$ cat config.mk
export PLATFORM = sky130hd
export DESIGN_NAME = tim_reload_sched_flat
export DESIGN_NICKNAME = d
export VERILOG_FILES = /design/src/rtl/tim_sched_pkg.sv /design/src/rtl/tim_reload_sched_if.sv /design/src/rtl/tim_sched_rr_arb.sv /design/src/rtl/tim_reload_sched.sv /design/src/flat_wrapper.sv
export SDC_FILE = /design/constraint.sdc
export NUM_CORES = 1
export LEC_CHECK = 0
export ABC_AREA = 0
export CAP_MARGIN = 10
export CORE_AREA = 10 10 133 147
export DETAILED_ROUTE_END_ITERATION = 6
export DIE_AREA = 0 0 143 157
export SYNTH_ARGS = -nofsm -noshare
export SYNTH_HDL_FRONTEND = slang
export SYNTH_SLANG_ARGS = --single-unit
$ cat constraint.sdc
create_clock -name pclk -period 1.5 [get_ports pclk]
set_input_delay 0.15 -clock pclk [delete_from_list [all_inputs] [get_ports pclk]]
set_output_delay 0.15 -clock pclk [all_outputs]
set_load 0.005 [all_outputs]
$ cat src/rtl/tim_sched_pkg.sv
// tim_sched_pkg: shared states, timer register offsets and channel count for the reload scheduler
package tim_sched_pkg;
  localparam int NCH = 2;
  localparam logic [7:0] LOAD0 = 8'h00;
  localparam logic [7:0] EOI0 = 8'h0C;
  localparam logic [7:0] LOAD1 = 8'h14;
  localparam logic [7:0] EOI1 = 8'h20;
  typedef enum logic [2:0] {IDLE, WR_SETUP, WR_ACCESS, RD_SETUP, RD_ACCESS, DONE} state_e;
endpackage

$ cat src/rtl/tim_reload_sched_if.sv
// tim_reload_sched_if: APB link between the scheduler (master) and the timer port (slave)
interface tim_reload_sched_if #(parameter int ADDR_W = 8);
  logic m_psel;
  logic m_penable;
  logic m_pwrite;
  logic [ADDR_W-1:0] m_paddr;
  logic [31:0] m_pwdata;
  logic [31:0] m_prdata;
  modport master(output m_psel, m_penable, m_pwrite, m_paddr, m_pwdata, input m_prdata);
  modport slave(input m_psel, m_penable, m_pwrite, m_paddr, m_pwdata, output m_prdata);
endinterface

$ cat src/rtl/tim_sched_rr_arb.sv
// tim_sched_rr_arb: 2-way round-robin arbiter, pointer holds the last served channel
module tim_sched_rr_arb (
  input  logic       pclk,
  input  logic       presetn,
  input  logic [1:0] req,
  input  logic       upd,
  input  logic       upd_ch,
  output logic       gnt_vld,
  output logic       gnt_ch
);
  logic last_q, last_d;
  always_comb begin
    gnt_vld = |req;
    gnt_ch = &req ? ~last_q : req[1];
    last_d = upd ? upd_ch : last_q;
  end
  always_ff @(posedge pclk or negedge presetn)
    if (!presetn) last_q <= 1'b1;
    else last_q <= last_d;
endmodule

$ cat src/rtl/tim_reload_sched.sv
// tim_reload_sched: services timer interrupts by writing the pending reload value then reading EOI over APB
module tim_reload_sched import tim_sched_pkg::*; #(
  parameter int ADDR_W = 8,
  parameter int GUARD_CYC = 2
) (
  input  logic            pclk,
  input  logic            presetn,
  input  logic            ctrl_en,
  input  logic [NCH-1:0]  tim_intr,
  input  logic [NCH-1:0]  rld_wr,
  input  logic [31:0]     rld_data,
  output logic [NCH-1:0]  rld_full,
  output logic [NCH-1:0]  svc_done,
  output logic [NCH-1:0]  underrun,
  output logic            busy,
  tim_reload_sched_if.master m
);
  localparam int GW = $clog2(GUARD_CYC + 2);
  state_e state_q, state_d;
  logic ch_q, ch_d;
  logic [NCH-1:0] full_q, full_d, und_q, und_d, req;
  logic [31:0] slot_q [NCH];
  logic [31:0] slot_d [NCH];
  logic [31:0] pwdata_q, pwdata_d;
  logic [GW-1:0] guard_q [NCH];
  logic [GW-1:0] guard_d [NCH];
  logic gnt_vld, gnt_ch, wr_ph, rd_ph;
  always_comb
    for (int n = 0; n < NCH; n++) req[n] = ctrl_en & tim_intr[n] & (guard_q[n] == '0);
  tim_sched_rr_arb u_arb (
    .pclk   (pclk),
    .presetn(presetn),
    .req    (req),
    .upd    (state_q == DONE),
    .upd_ch (ch_q),
    .gnt_vld(gnt_vld),
    .gnt_ch (gnt_ch)
  );
  always_comb begin
    state_d = state_q;
    ch_d = ch_q;
    full_d = full_q;
    und_d = und_q;
    pwdata_d = pwdata_q;
    for (int n = 0; n < NCH; n++) begin
      slot_d[n] = slot_q[n];
      guard_d[n] = (guard_q[n] != '0) ? guard_q[n] - 1'b1 : '0;
    end
    case (state_q)
      IDLE:
        if (gnt_vld) begin
          ch_d = gnt_ch;
          state_d = full_q[gnt_ch] ? WR_SETUP : RD_SETUP;
          und_d[gnt_ch] = und_q[gnt_ch] | ~full_q[gnt_ch];
        end
      WR_SETUP: begin
        state_d = WR_ACCESS;
        full_d[ch_q] = 1'b0;
        pwdata_d = slot_q[ch_q];
      end
      WR_ACCESS: state_d = RD_SETUP;
      RD_SETUP: state_d = RD_ACCESS;
      RD_ACCESS: state_d = DONE;
      DONE: begin
        state_d = IDLE;
        guard_d[ch_q] = GW'(GUARD_CYC);
      end
      default: state_d = IDLE;
    endcase
    // applied last so a producer write landing on the consume cycle keeps the slot full
    for (int n = 0; n < NCH; n++)
      if (rld_wr[n]) begin
        slot_d[n] = rld_data;
        full_d[n] = 1'b1;
      end
  end
  always_ff @(posedge pclk or negedge presetn)
    if (!presetn) begin
      state_q <= IDLE;
      ch_q <= 1'b0;
      full_q <= '0;
      und_q <= '0;
      pwdata_q <= '0;
      for (int n = 0; n < NCH; n++) begin
        slot_q[n] <= '0;
        guard_q[n] <= '0;
      end
    end else begin
      state_q <= state_d;
      ch_q <= ch_d;
      full_q <= full_d;
      und_q <= und_d;
      pwdata_q <= pwdata_d;
      slot_q <= slot_d;
      guard_q <= guard_d;
    end
  always_comb begin
    wr_ph = (state_q == WR_SETUP) || (state_q == WR_ACCESS);
    rd_ph = (state_q == RD_SETUP) || (state_q == RD_ACCESS);
  end
  assign m.m_psel = wr_ph | rd_ph;
  assign m.m_penable = (state_q == WR_ACCESS) || (state_q == RD_ACCESS);
  assign m.m_pwrite = wr_ph;
  assign m.m_paddr = wr_ph ? ADDR_W'(ch_q ? LOAD1 : LOAD0) : rd_ph ? ADDR_W'(ch_q ? EOI1 : EOI0) : '0;
  assign m.m_pwdata = (state_q == WR_SETUP) ? slot_q[ch_q] : (state_q == WR_ACCESS) ? pwdata_q : '0;
  assign svc_done = {(state_q == DONE) & ch_q, (state_q == DONE) & ~ch_q};
  assign underrun = und_q;
  assign rld_full = full_q;
  assign busy = state_q != IDLE;
endmodule

$ cat src/flat_wrapper.sv
// flat-port wrapper written by rule: the top's interface ports become plain ports
module tim_reload_sched_flat import tim_sched_pkg::*;
#(
  parameter int ADDR_W = 8,
  parameter int GUARD_CYC = 2
)
  (pclk, presetn, ctrl_en, tim_intr, rld_wr, rld_data, rld_full, svc_done, underrun, busy, m_m_psel, m_m_penable, m_m_pwrite, m_m_paddr, m_m_pwdata, m_m_prdata);
  tim_reload_sched_if #(.ADDR_W(ADDR_W)) m_i ();
  input  logic pclk;
  input  logic presetn;
  input  logic ctrl_en;
  input  logic [NCH-1:0] tim_intr;
  input  logic [NCH-1:0] rld_wr;
  input  logic [31:0] rld_data;
  output logic [NCH-1:0] rld_full;
  output logic [NCH-1:0] svc_done;
  output logic [NCH-1:0] underrun;
  output logic busy;
  output wire logic [$bits(m_i.m_psel)-1:0] m_m_psel;
  output wire logic [$bits(m_i.m_penable)-1:0] m_m_penable;
  output wire logic [$bits(m_i.m_pwrite)-1:0] m_m_pwrite;
  output wire logic [$bits(m_i.m_paddr)-1:0] m_m_paddr;
  output wire logic [$bits(m_i.m_pwdata)-1:0] m_m_pwdata;
  input wire logic [$bits(m_i.m_prdata)-1:0] m_m_prdata;
  assign m_m_psel = m_i.m_psel;
  assign m_m_penable = m_i.m_penable;
  assign m_m_pwrite = m_i.m_pwrite;
  assign m_m_paddr = m_i.m_paddr;
  assign m_m_pwdata = m_i.m_pwdata;
  assign m_i.m_prdata = m_m_prdata;
  tim_reload_sched #(.ADDR_W(ADDR_W), .GUARD_CYC(GUARD_CYC)) u_core (.pclk(pclk), .presetn(presetn), .ctrl_en(ctrl_en), .tim_intr(tim_intr), .rld_wr(rld_wr), .rld_data(rld_data), .rld_full(rld_full), .svc_done(svc_done), .underrun(underrun), .busy(busy), .m(m_i));
endmodule
==> results_dict.tcl <==
set metrics [dict create \
    drt_iter0_drc 140 \
    grt_pass1_vias 3739 \
    grt_max_degree 52 \
    synth_area_per_cell_um2 12.83 \
    dr.pass1.iters 4 \
    r2r_slack_ps -160 \
    num_io_pins 121 \
    power.density_nw_per_um2 1879 \
    cap_violations 0 \
    gr-total-overflow 0 \
    post-route-period-util 1.377 \
    cp.arrival_ps 1920 \
    leakage_nw 3.713 \
    wl_per_cell_um 17.57 \
    synth-seq-area-share 0.5643 \
    worstSetupStartpointType "flop" \
    core_area_um2 16700 \
    clockBufferDepth 2 \
    fmax_mhz 484.2 \
    postRouteWirelength_um 13050 \
    total_power_w 0.01366 \
    yosysUniqueCellTypes 35 \
    dieArea_um2 22450 \
    post-route-min-period_ps 2065 \
    antenna_found_initial 0 \
    cp.required_ps 1350 \
    htreeDepth 3 \
    worstSetupPathType "flop to primary output" \
    hpwl_um 8077 \
    ant_nets 0 \
    nNetsFinal 601 \
    start_util 0.2895 \
    synth-xor-area-share 0.001811 \
    antennaDiodeCount 0 \
    yosys.area_share.simple 0.05977 \
    clock_latency_ps 350 \
    track_usage 0.1116 \
    viasPerCell 4.735 \
    synth_compound_area_frac 0.1245 \
    hold_violations 0 \
    synthAdderAreaFrac 0 \
    setup_ws_ps -565.3 \
    layout_common_cells "107 x dfrtp_1, 67 x a21o_1, 64 x mux2_2" \
    grt_first_pass_wirelength_um 19690 \
    rsz0062_at_grt "yes" \
    synthCells 377 \
    ys_ff_latch 109 \
    area_growth_pct 50.35 \
    timing.rr.end "u_core.pwdata_q[12]" \
    crit_fanout 7 \
    clock_skew_ps 7.999 \
    violations "setup timing" \
    dp.cells 677 \
    stdcell_count 743 \
    clk_pin_slew_worst_paths_ps 70 \
    synth.area.mux_share 0.2153 \
    ff2ff_path_depth 8 \
    cts_sinks 109 \
    finalInstanceArea_um2 7271 \
    gp_congestion 0.7275 \
    final-setup-viol-count 70 \
    cts_root_buf "clkbuf_16" \
    drive_gt1_frac 0.4822 \
    synth_top_family_by_area "multiplexers" \
    hold_class "input port to asynchronous set/reset pin" \
    finalMaxSlewViolations 0 \
    tritoncts "yes" \
    ir_drop_mv 0.8557 \
    rows 50 \
    die_y_um 157 \
    dieWidth_um 143 \
    drc 0 \
    cts_made_buffers 9 \
    final_common_cell "dfrtp_1" \
    placed_area_um2 6196 \
    port_buffers 84 \
    outcome "finished, violations left" \
    regToRegStartpoint "u_core.state_q[1]" \
    netlist_area_um2 4836 \
    yosysWarnings 0 \
    vias 3518 \
    endpoint_kind "primary output" \
]
[final cells by class]
class / count / area, µm²
Timing Repair Buffer: 169 / 1677
Sequential cell: 109 / 2730
Clock inverter: 5 / 75.07
Tap cell: 208 / 260.3
Multi-Input combinational cell: 237 / 2281
Inverter: 4 / 15.01
Clock buffer: 11 / 232.7
Fill cell: 1527 / 9433
[worst max-delay path by stage]
| stage | from | to | slack [ps] | cells after the start |
|---|---|---|---|---|
| 2_1_floorplan | u_core.guard_q[1] | u_core.state_q[1] | 20 | 3 |
| 4_1_cts | u_core.state_q[2] | m_m_pwdata[27] | -790 | 5 |
| 6_report | u_core.state_q[1] | m_m_pwdata[14] | -570 | 6 |
| 5_1_grt | u_core.state_q[1] | m_m_pwdata[10] | -650 | 7 |
| 3_5_place_dp | u_core.state_q[1] | m_m_pwdata[21] | -560 | 5 |
| 3_3_place_gp | u_core.state_q[1] | m_m_pwdata[10] | -540 | 5 |
[report_power, final]
group          internal [W]  total [W]  leakage (nW)  switching (W)
logic               0.00402    0.00706          2.25        0.00303
clock network       0.00146    0.00254         0.153        0.00108
registers           0.00366    0.00406          1.31       0.000404
total               0.00914     0.0137          3.71        0.00452
[Yosys cell counts]
master	number	area share
buf_4	5	0.0078
conb_1	1	0.00078
and4bb_2	1	0.0026
dfstp_2	1	0.0054
clkbuf_1	12	0.0093
inv_1	4	0.0031
a31o_1	1	0.0018
o21ai_1	2	0.0021
o21bai_1	1	0.0016
nor2_1	37	0.029
o21a_1	1	0.0016
a41o_1	1	0.0021
a221oi_1	1	0.0018
buf_2	13	0.013
nor3b_2	1	0.0026
a211oi_1	1	0.0016
a21o_2	1	0.0018
dfrtp_1	108	0.56
nand3b_1	1	0.0016
nand4bb_1	1	0.0023
xnor2_1	1	0.0018
nor3_1	2	0.0021
or3_1	1	0.0013
mux2_2	64	0.15
a31oi_1	1	0.0013
nand2b_1	3	0.0039
nor2b_1	1	0.0013
a21o_1	67	0.10
a21oi_1	3	0.0031
and4bb_1	1	0.0026
or3b_1	1	0.0018
nor3b_1	4	0.0062
o31a_1	1	0.0018
mux2i_1	32	0.066
or4b_4	1	0.0028
[per-stage QoR]
stage          hold slack, ps  setup WS [ps]  TNS [ps]    util
4_1_cts                 248.9         -786.2    -24090  0.4053
3_5_place_dp            81.67         -561.7    -19570  0.3709
2_1_floorplan          -145.6          17.72         0       -
6_report                247.7         -565.3    -20810  0.4353
3_3_place_gp            71.77         -535.7    -18260  0.3709
5_1_grt                 272.7         -650.1    -26050  0.4353
[logic make-up after synthesis]
family	Yosys count
AO/OA/AOI/OAI	81
buffers and inverters	34
multiplexers	96
XOR/XNOR	1
flip-flops	109
AND/OR/NAND/NOR	55
other	1
[state kept, by name, indices dropped and copies added (netlist names)]
signal / flops
u_core.u_arb.last_q: 1
u_core.ch_q: 1
u_core.slot_q: 64
u_core.guard_q: 4
u_core.rld_full: 2
u_core.state_q: 3
u_core.underrun: 2
u_core.pwdata_q: 32
[worst max-delay path, stage by stage (launching register included)]
cell and delay, ps:
dfrtp_1 380, or3b_4 460, buf_6 160, buf_12 130, nor2_2 120, a21o_1 110, clkdlybuf4s15_2 200
[routing by layer]
metal / share of wire / global-route usage / routed length (µm) / up-vias
met5: 0 / 0 / 0 / -
met4: 0.010 / 0.03048 / 136 / 0
met3: 0.048 / 0.03436 / 626 / 12
met2: 0.52 / 0.1959 / 6789 / 73
met1: 0.42 / 0.1280 / 5500 / 1797
li1: - / - / - / 1636
[repair_timing]
| action | 4_1_cts | 5_1_grt |
|---|---|---|
| setup buffers | 10 | 38 |
| gates cloned | 2 | 4 |
| resized for setup | 130 | 130 |
| pin swaps | 10 | 35 |
| hold buffers | 1 | 0 |
| hold endpoints to repair | 22 | 0 |
| endpoints found under the setup margin | 53 | 81 |
No activity file was read; power rests on OpenSTA's default activity.
